### src/rtl/fetch_unit_pkg.sv
// Shared definitions for the fetch stage: opcode field layout, special
// instruction constants and the fetch-state encoding.
package fetch_unit_pkg;

  localparam int OPCODE_MSB = 31;
  localparam int OPCODE_LSB = 26;
  localparam int OPCODE_W   = 6;

  localparam logic [OPCODE_W-1:0] HALT_OPCODE = 6'b111111;
  localparam logic [31:0]         NOP         = 32'h0000_0000;

  typedef enum logic [1:0] {
    BOOT,
    RUN,
    HALT
  } fetch_state_t;

  function automatic logic is_opcode(input logic [31:0] instr,
                                     input logic [OPCODE_W-1:0] op);
    return instr[OPCODE_MSB:OPCODE_LSB] == op;
  endfunction

endpackage

### src/rtl/fetch_unit_pc_reg.sv
// Program counter register: load beats increment, otherwise hold.
module pc_reg #(
  parameter int ADDR_W = 16
) (
  input  logic              clk,
  input  logic              rst,
  input  logic              load,
  input  logic [ADDR_W-1:0] load_pc,
  input  logic              inc,
  output logic [ADDR_W-1:0] pc
);

  // Increment wraps naturally at 2^ADDR_W; there is no carry out.
  always_ff @(posedge clk or posedge rst) begin
    if (rst)
      pc <= '0;
    else if (load)
      pc <= load_pc;
    else if (inc)
      pc <= pc + ADDR_W'(1);
  end

endmodule

### src/rtl/fetch_unit.sv
// Instruction-fetch stage: owns the PC, captures the combinational memory word
// into the IF/ID register, and handles stall, redirect, halt and range faults.
module fetch_unit
  import fetch_unit_pkg::*;
#(
  parameter int                  ADDR_W      = 16,
  parameter int                  INSTR_W     = 32,
  parameter int                  MEM_DEPTH   = 15,
  parameter int                  BOOT_CYCLES = 1,
  parameter logic [OPCODE_W-1:0] HALT_OPCODE = fetch_unit_pkg::HALT_OPCODE
) (
  input  logic               clk,
  input  logic               rst,
  output logic [ADDR_W-1:0]  imem_addr,
  input  logic [INSTR_W-1:0] imem_data,
  input  logic               stall,
  input  logic               redirect,
  input  logic [ADDR_W-1:0]  redirect_pc,
  output logic [INSTR_W-1:0] id_instr,
  output logic [ADDR_W-1:0]  id_pc,
  output logic               id_valid,
  output logic               halted,
  output logic               fault
);

  localparam int BOOT_W = (BOOT_CYCLES > 1) ? $clog2(BOOT_CYCLES + 1) : 1;
  localparam logic [BOOT_W-1:0] BOOT_LAST = BOOT_W'(BOOT_CYCLES - 1);
  // One extra bit so a depth of 2^ADDR_W is representable.
  localparam logic [ADDR_W:0] DEPTH = (ADDR_W + 1)'(MEM_DEPTH);

  fetch_state_t      state, state_next;
  logic [BOOT_W-1:0] boot_cnt;
  logic [ADDR_W-1:0] pc;
  logic              pc_load, pc_inc;
  logic              capture, squash, drop_valid;
  logic              set_fault, set_halt, clr_halt;
  logic              out_of_range, halt_word;

  assign imem_addr    = pc;
  assign out_of_range = {1'b0, pc} >= DEPTH;
  assign halt_word    = is_opcode(imem_data, HALT_OPCODE);

  pc_reg #(.ADDR_W(ADDR_W)) u_pc (
    .clk     (clk),
    .rst     (rst),
    .load    (pc_load),
    .load_pc (redirect_pc),
    .inc     (pc_inc),
    .pc      (pc)
  );

  always_ff @(posedge clk or posedge rst) begin
    if (rst)
      state <= BOOT;
    else
      state <= state_next;
  end

  always_ff @(posedge clk or posedge rst) begin
    if (rst)
      boot_cnt <= '0;
    else if (state == BOOT)
      boot_cnt <= boot_cnt + BOOT_W'(1);
  end

  always_comb begin
    state_next = state;
    pc_load    = 1'b0;
    pc_inc     = 1'b0;
    capture    = 1'b0;
    squash     = 1'b0;
    drop_valid = 1'b0;
    set_fault  = 1'b0;
    set_halt   = 1'b0;
    clr_halt   = 1'b0;
    case (state)
      BOOT: begin
        if (boot_cnt == BOOT_LAST)
          state_next = RUN;
      end
      RUN: begin
        if (redirect) begin
          pc_load = 1'b1;
          squash  = 1'b1;
        end else if (stall) begin
          state_next = RUN;
        end else if (out_of_range) begin
          state_next = HALT;
          set_fault  = 1'b1;
          set_halt   = 1'b1;
          drop_valid = 1'b1;
        end else begin
          capture = 1'b1;
          pc_inc  = 1'b1;
          if (halt_word) begin
            state_next = HALT;
            set_halt   = 1'b1;
          end
        end
      end
      HALT: begin
        // A halt reached down a mispredicted path can still be redirected away;
        // a fault cannot.
        if (redirect && !fault) begin
          state_next = RUN;
          clr_halt   = 1'b1;
          pc_load    = 1'b1;
          drop_valid = 1'b1;
        end else if (id_valid && !stall) begin
          drop_valid = 1'b1;
        end
      end
      default: state_next = BOOT;
    endcase
  end

  always_ff @(posedge clk or posedge rst) begin
    if (rst) begin
      id_instr <= '0;
      id_pc    <= '0;
      id_valid <= 1'b0;
    end else if (capture) begin
      id_instr <= imem_data;
      id_pc    <= pc;
      id_valid <= 1'b1;
    end else if (squash) begin
      id_instr <= INSTR_W'(NOP);
      id_valid <= 1'b0;
    end else if (drop_valid) begin
      id_valid <= 1'b0;
    end
  end

  always_ff @(posedge clk or posedge rst) begin
    if (rst) begin
      halted <= 1'b0;
      fault  <= 1'b0;
    end else begin
      if (set_fault)
        fault <= 1'b1;
      if (set_halt)
        halted <= 1'b1;
      else if (clr_halt)
        halted <= 1'b0;
    end
  end

endmodule

### config.mk
export PLATFORM = sky130hd
export DESIGN_NAME = fetch_unit
export DESIGN_NICKNAME = d
export VERILOG_FILES = /design/src/rtl/fetch_unit_pkg.sv /design/src/rtl/fetch_unit_pc_reg.sv /design/src/rtl/fetch_unit.sv
export SDC_FILE = /design/constraint.sdc
export NUM_CORES = 1
export LEC_CHECK = 0
export BUFFER_PORTS_ARGS = -buffer_cell sky130_fd_sc_hd__buf_2
export CORE_AREA = 2 2 83 85
export CTS_BUF_LIST = sky130_fd_sc_hd__clkbuf_16
export DETAILED_ROUTE_END_ITERATION = 8
export DIE_AREA = 0 0 85 87
export HOLD_SLACK_MARGIN = 0.1
export PLACE_DENSITY = 0.79
export SYNTH_ARGS = -nofsm -noshare
export SYNTH_HDL_FRONTEND = slang
export SYNTH_SLANG_ARGS = --single-unit
### constraint.sdc
create_clock -name clk -period 3.2 [get_ports clk]
set_clock_uncertainty 0.1 [all_clocks]
set_input_delay 0.64 -clock clk [delete_from_list [all_inputs] [get_ports clk]]
set_output_delay 0.64 -clock clk [all_outputs]
set_load 0.05 [all_outputs]
==> results_dict.tcl, run 1 <==
set metrics [dict create \
    final_core_util 0.608 \
    grt_overflow_total 0 \
    viasPerCell 5.35 \
    yosysSeqAreaShare 0.564 \
    synthCells 291 \
    syn_area_mm2 0.00311 \
    path_cells "inv_1 > ha_1 > or3b_1 > nor3_4 > buf_4 > buf_4 > o21ai_0" \
    cts_buffer_depth 2 \
    outcome "finished clean" \
    initialDrtViolationCount 123 \
    coreArea_mm2 0.00657 \
    rsz0062_at_grt "false" \
    grt_pass1_vias 2514 \
    ioPinCount 119 \
    grt_first_pass_wirelength_um 12000 \
    startpoint_type "flop" \
    num_rows 30 \
    postCtsHoldBufs 0 \
    layout_commonest_cell "buf_2" \
    cp_max_fo 31 \
    leakagePower_nw 2.05 \
    die_h_um 87 \
    slew_headroom 0.657 \
    final_antenna_net_count 0 \
    async_flop_share 1.00 \
    die_area_mm2 0.00740 \
    cpMostUsedCell "buf_4" \
    timing.final.crit_period_ps 2440 \
    cts.clk_slew.worst_paths_ps 50 \
    io_buffers 118 \
    cp_slowest_cell "or3b_1" \
    vias 2605 \
    worstPathArrival_ps 2520 \
    p_total_mw 2.95 \
    slowest_delay_ps 530 \
    syn_nets 348 \
    required_ps 3280 \
    antenna_found_initial 0 \
    critPathTopFamily "simple AND/OR/NAND/NOR gates" \
    power_density_mw_per_mm2 739 \
    fin_nets 462 \
    worst_pin_slew_ps 514 \
    setup_viol 0 \
    cts-root-buf "clkbuf_16" \
    grt_usage 0.201 \
    setup_tns_ps 0 \
    die_w_um 85 \
    htree_levels 3 \
    min_period_over_period 0.762 \
    clk_latency_ps 310 \
    cts_resized 0 \
    synth-main-ff-cell "dfrtp_1" \
    slew_violations 0 \
    synth.avg_cell_area_um2 10.7 \
    finalWeightedCongestion 0.799 \
    drc 0 \
    ys_seq_elements 70 \
    ir_worst_vdd_mv 0.666 \
    timing.fmax_mhz 410 \
    syn_to_final_growth_pct 28.5 \
    synth_edf_count 0 \
    reg2regPathDepth 7 \
    cts_made_buffers 9 \
    cts_num_sinks 70 \
    first_pass_iters 4 \
    worstSetupEndpointType "flop" \
    finalWirelength_um 7190 \
    diodes 0 \
    mostFrequentLayoutCells "buf_2, dfrtp_1, nand2_1" \
    cp_num_cells 7 \
    crit_buf_inv 3 \
    finalHoldViolCount 0 \
    drive_gt1_frac 0.393 \
    stdcell_area_mm2 0.00399 \
    placed_cell_area_mm2 0.00375 \
    routedWlPerCell_um 14.8 \
    initial_utilization 0.473 \
    cts_tree "done" \
    largest_register_ff_count 32 \
    hpwl_um 4970 \
    cts_setup_buffers 0 \
    ys_warn_count 0 \
    grt_max_degree 37 \
    criticalPathCategory "reg -> reg" \
    yosys.cell_types.count 42 \
    timing.max_cap.violations 0 \
    holdCritPathClass "in -> async" \
]
cell usage after synthesis, types with 3 or more instances:
library cell / number / area, um2
dfrtp_1: 70 / 1750
clkbuf_2: 3 / 15.0
nor2b_1: 14 / 87.6
mux2i_1: 3 / 30.0
buf_2: 7 / 35.0
inv_1: 6 / 22.5
nor4_1: 3 / 18.8
o21ai_0: 36 / 180
nand4_1: 33 / 206
ha_1: 5 / 62.6
mux2_2: 16 / 180
nand2_1: 44 / 165
clkbuf_1: 11 / 41.3
nor3_1: 4 / 20.0
worst paths after layout:
path | from | end | slack [ps]
max in group asynchronous | rst | id_instr[31] | 2100
setup / recovery | state[1] | id_instr[14] | 760
setup reg to reg | state[1] | id_instr[14] | 760
min in group clk | boot_cnt | boot_cnt | 390
hold / removal | rst | id_pc[14] | 220
hold reg to reg | boot_cnt | boot_cnt | 390
stage by stage:
step / hold WS [ps] / instances / setup WS, ps
floorplan: 341 / 291 / 692
global placement: 367 / 474 / 818
detailed placement: 380 / 474 / 725
CTS: 226 / 487 / 755
global route: 256 / 487 / 537
finish: 220 / 487 / 763
kinds of logic (layout without fill, tap and decap cells):
logic type,count (synthesis),after routing,share of synthesized area
DFF,70,70,0.564
muxes,19,19,0.0677
buffers and inverters,30,146,0.0463
AOI/OAI and AO/OA,52,52,0.102
and+or+nand+nor,114,114,0.197
xor gates and xnor gates,1,1,0.00282
adders and majority gates,5,5,0.0201
layer usage:
| layer | GRT usage | part of all wire | up-vias |
|---|---|---|---|
| li1 | - | - | 1266 |
| met1 | 0.275 | 0.45 | 1251 |
| met2 | 0.310 | 0.49 | 86 |
| met3 | 0.0455 | 0.058 | 2 |
| met4 | 0.0866 | 0.0045 | 0 |
| met5 | 0 | 0 | - |
where the power goes:
group          internal (mW)  leakage [nW]  switching, mW
logic                  0.311         0.999          0.710
registers               1.01         0.931          0.101
clock network          0.501         0.122          0.318
area by class of cell:
cell class	count	area, um2
Fill cell	569	2580
Timing Repair Buffer	127	658
Clock buffer	9	225
Multi-Input combinational cell	191	1220
Tap cell	80	100
Inverter	6	22.5
Clock inverter	4	17.5
Sequential cell	70	1750
Note: power is estimated with default switching activity, not from simulation.
==> run 2: changes to the inputs <==
Clock period 3.2 ns to 2.5 ns, I/O delays scaled along.
==> run 2 against run 1 <==
  * Non-clock buffer count up 3
  * Hold slack improved by 90 ps
  * Critical path depth shrank 1
  * Cell area is 2.3% higher
  * Sequential power rose by 28%
  * Sequential share of layout area fell by 0.99 points
  * Highest routed layer unchanged
  * Global-route usage decreased by 0.57 points
  * Critical path type unchanged
  * Utilization rose by 1.4 points
  * Via count decreased by 0.27%
==> results_dict.tcl, run 2 (synthesis gave the netlist of run 1 again) <==
set metrics [dict create \
    cp_slowest_cell "or3b_1" \
    holdCritPathClass "in -> reg" \
    leakagePower_nw 2.10 \
    critPathTopFamily "simple AND/OR/NAND/NOR gates" \
    coreArea_mm2 0.00657 \
    slew_headroom 0.600 \
    antenna_found_initial 0 \
    rsz0062_at_grt "false" \
    setup_viol 0 \
    diodes 0 \
    clk_latency_ps 320 \
    required_ps 2580 \
    drc 0 \
    setup_ws_ps 149 \
    stdcell_area_mm2 0.00409 \
    cts_num_sinks 70 \
    die_area_mm2 0.00740 \
    first_pass_iters 4 \
    worstSetupEndpointType "flop" \
    fin_nets 465 \
    timing.fmax_mhz 425 \
    ir_worst_vdd_mv 1.01 \
    placed_cell_area_mm2 0.00376 \
    grt_first_pass_wirelength_um 11600 \
    drive_gt1_frac 0.397 \
    viasPerCell 5.27 \
    cts_tree "done" \
    finalWeightedCongestion 0.837 \
    cts_made_buffers 9 \
    worst_pin_slew_ps 600 \
    min_period_over_period 0.940 \
    grt_pass1_vias 2457 \
    vias 2598 \
    finalHoldViolCount 0 \
    num_rows 30 \
    routedWlPerCell_um 14.6 \
    worstPathArrival_ps 2430 \
    startpoint_type "flop" \
    finalWirelength_um 7200 \
    initialDrtViolationCount 171 \
    htree_levels 3 \
    setup_tns_ps 0 \
    dp_cells 476 \
    cts.clk_slew.worst_paths_ps 50 \
    p_total_mw 4.04 \
    cp_max_fo 33 \
    timing.final.crit_period_ps 2350 \
    mostFrequentLayoutCells "buf_2, dfrtp_1, nand2_1" \
    largest_register_ff_count 32 \
    grt_max_degree 34 \
    layout_commonest_cell "buf_2" \
    initial_utilization 0.473 \
    grt_overflow_total 0 \
    syn_to_final_growth_pct 31.5 \
    cts-root-buf "clkbuf_16" \
    ioPinCount 119 \
    final_antenna_net_count 0 \
    path_cells "inv_1 > ha_1 > or3b_1 > nor3_4 > buf_6 > o21ai_0" \
    hpwl_um 5110 \
    crit_buf_inv 2 \
    outcome "finished clean" \
    cts_buffer_depth 2 \
    die_h_um 87 \
    die_w_um 85 \
    power_density_mw_per_mm2 988 \
    slowest_delay_ps 520 \
    slew_violations 0 \
    io_buffers 118 \
    grt_usage 0.196 \
    dp_slack_ps 66.4 \
    final_cells 493 \
    timing.max_cap.violations 0 \
    criticalPathCategory "reg -> reg" \
]
-- run 2: layout make-up --
class                      count  area (um2)
clock buffer                   9         225
clock inverter                 7        81.3
fill                         546        2480
inverter                       6        22.5
multi-input combinational    191        1220
sequential                    70        1750
tap                           80         100
timing repair buffer         130         687
-- run 2: worst paths after layout --
| path | startpoint | endpoint | slack [ps] | cells past startpoint |
|---|---|---|---|---|
| max in group asynchronous | rst | id_instr[26] | 1010 | 4 |
| worst min register to register | boot_cnt | boot_cnt | 380 | 1 |
| min in group asynchronous | rst | id_pc[2] | 600 | 3 |
| worst max register to register | state[1] | id_instr[9] | 150 | 6 |
| worst min-delay path | redirect_pc[12] | u_pc.pc[12] | 310 | 2 |
| worst max-delay path | state[1] | id_instr[9] | 150 | 6 |
-- run 2: repair_timing --
item	CTS	global route
hold buffers	1	0
resized for setup	0	1
setup buffers	0	0
endpoints found under the hold margin	17	0
endpoints found under the setup margin	0	31
-- run 2: worst register-to-register path, delay by kind of cell (launching register included) --
family,cells,cell delay (ps)
compound gates,1,170
flops,1,410
simple gates,2,850
fa+ha+maj,1,280
buf+inv,2,400
-- run 2: stage by stage --
step,hold WS [ps],util
6_report,310,0.622
5_1_grt,302,0.622
4_1_cts,302,0.621
3_5_place_dp,362,0.573
3_3_place_gp,366,0.573
2_1_floorplan,341,-
-- run 2: metal layers --
metal | vias to the layer above | global-route usage | part of all wire
li1 | 1274 | - | -
met1 | 1222 | 0.271 | 0.46
met2 | 93 | 0.310 | 0.47
met3 | 9 | 0.0332 | 0.055
met4 | 0 | 0.0765 | 0.013
met5 | - | 0 | 0
-- run 2: power by group --
group / switching [mW] / internal [mW]
sequential: 0.130 / 1.29
clock: 0.432 / 0.858
combinational: 0.917 / 0.410
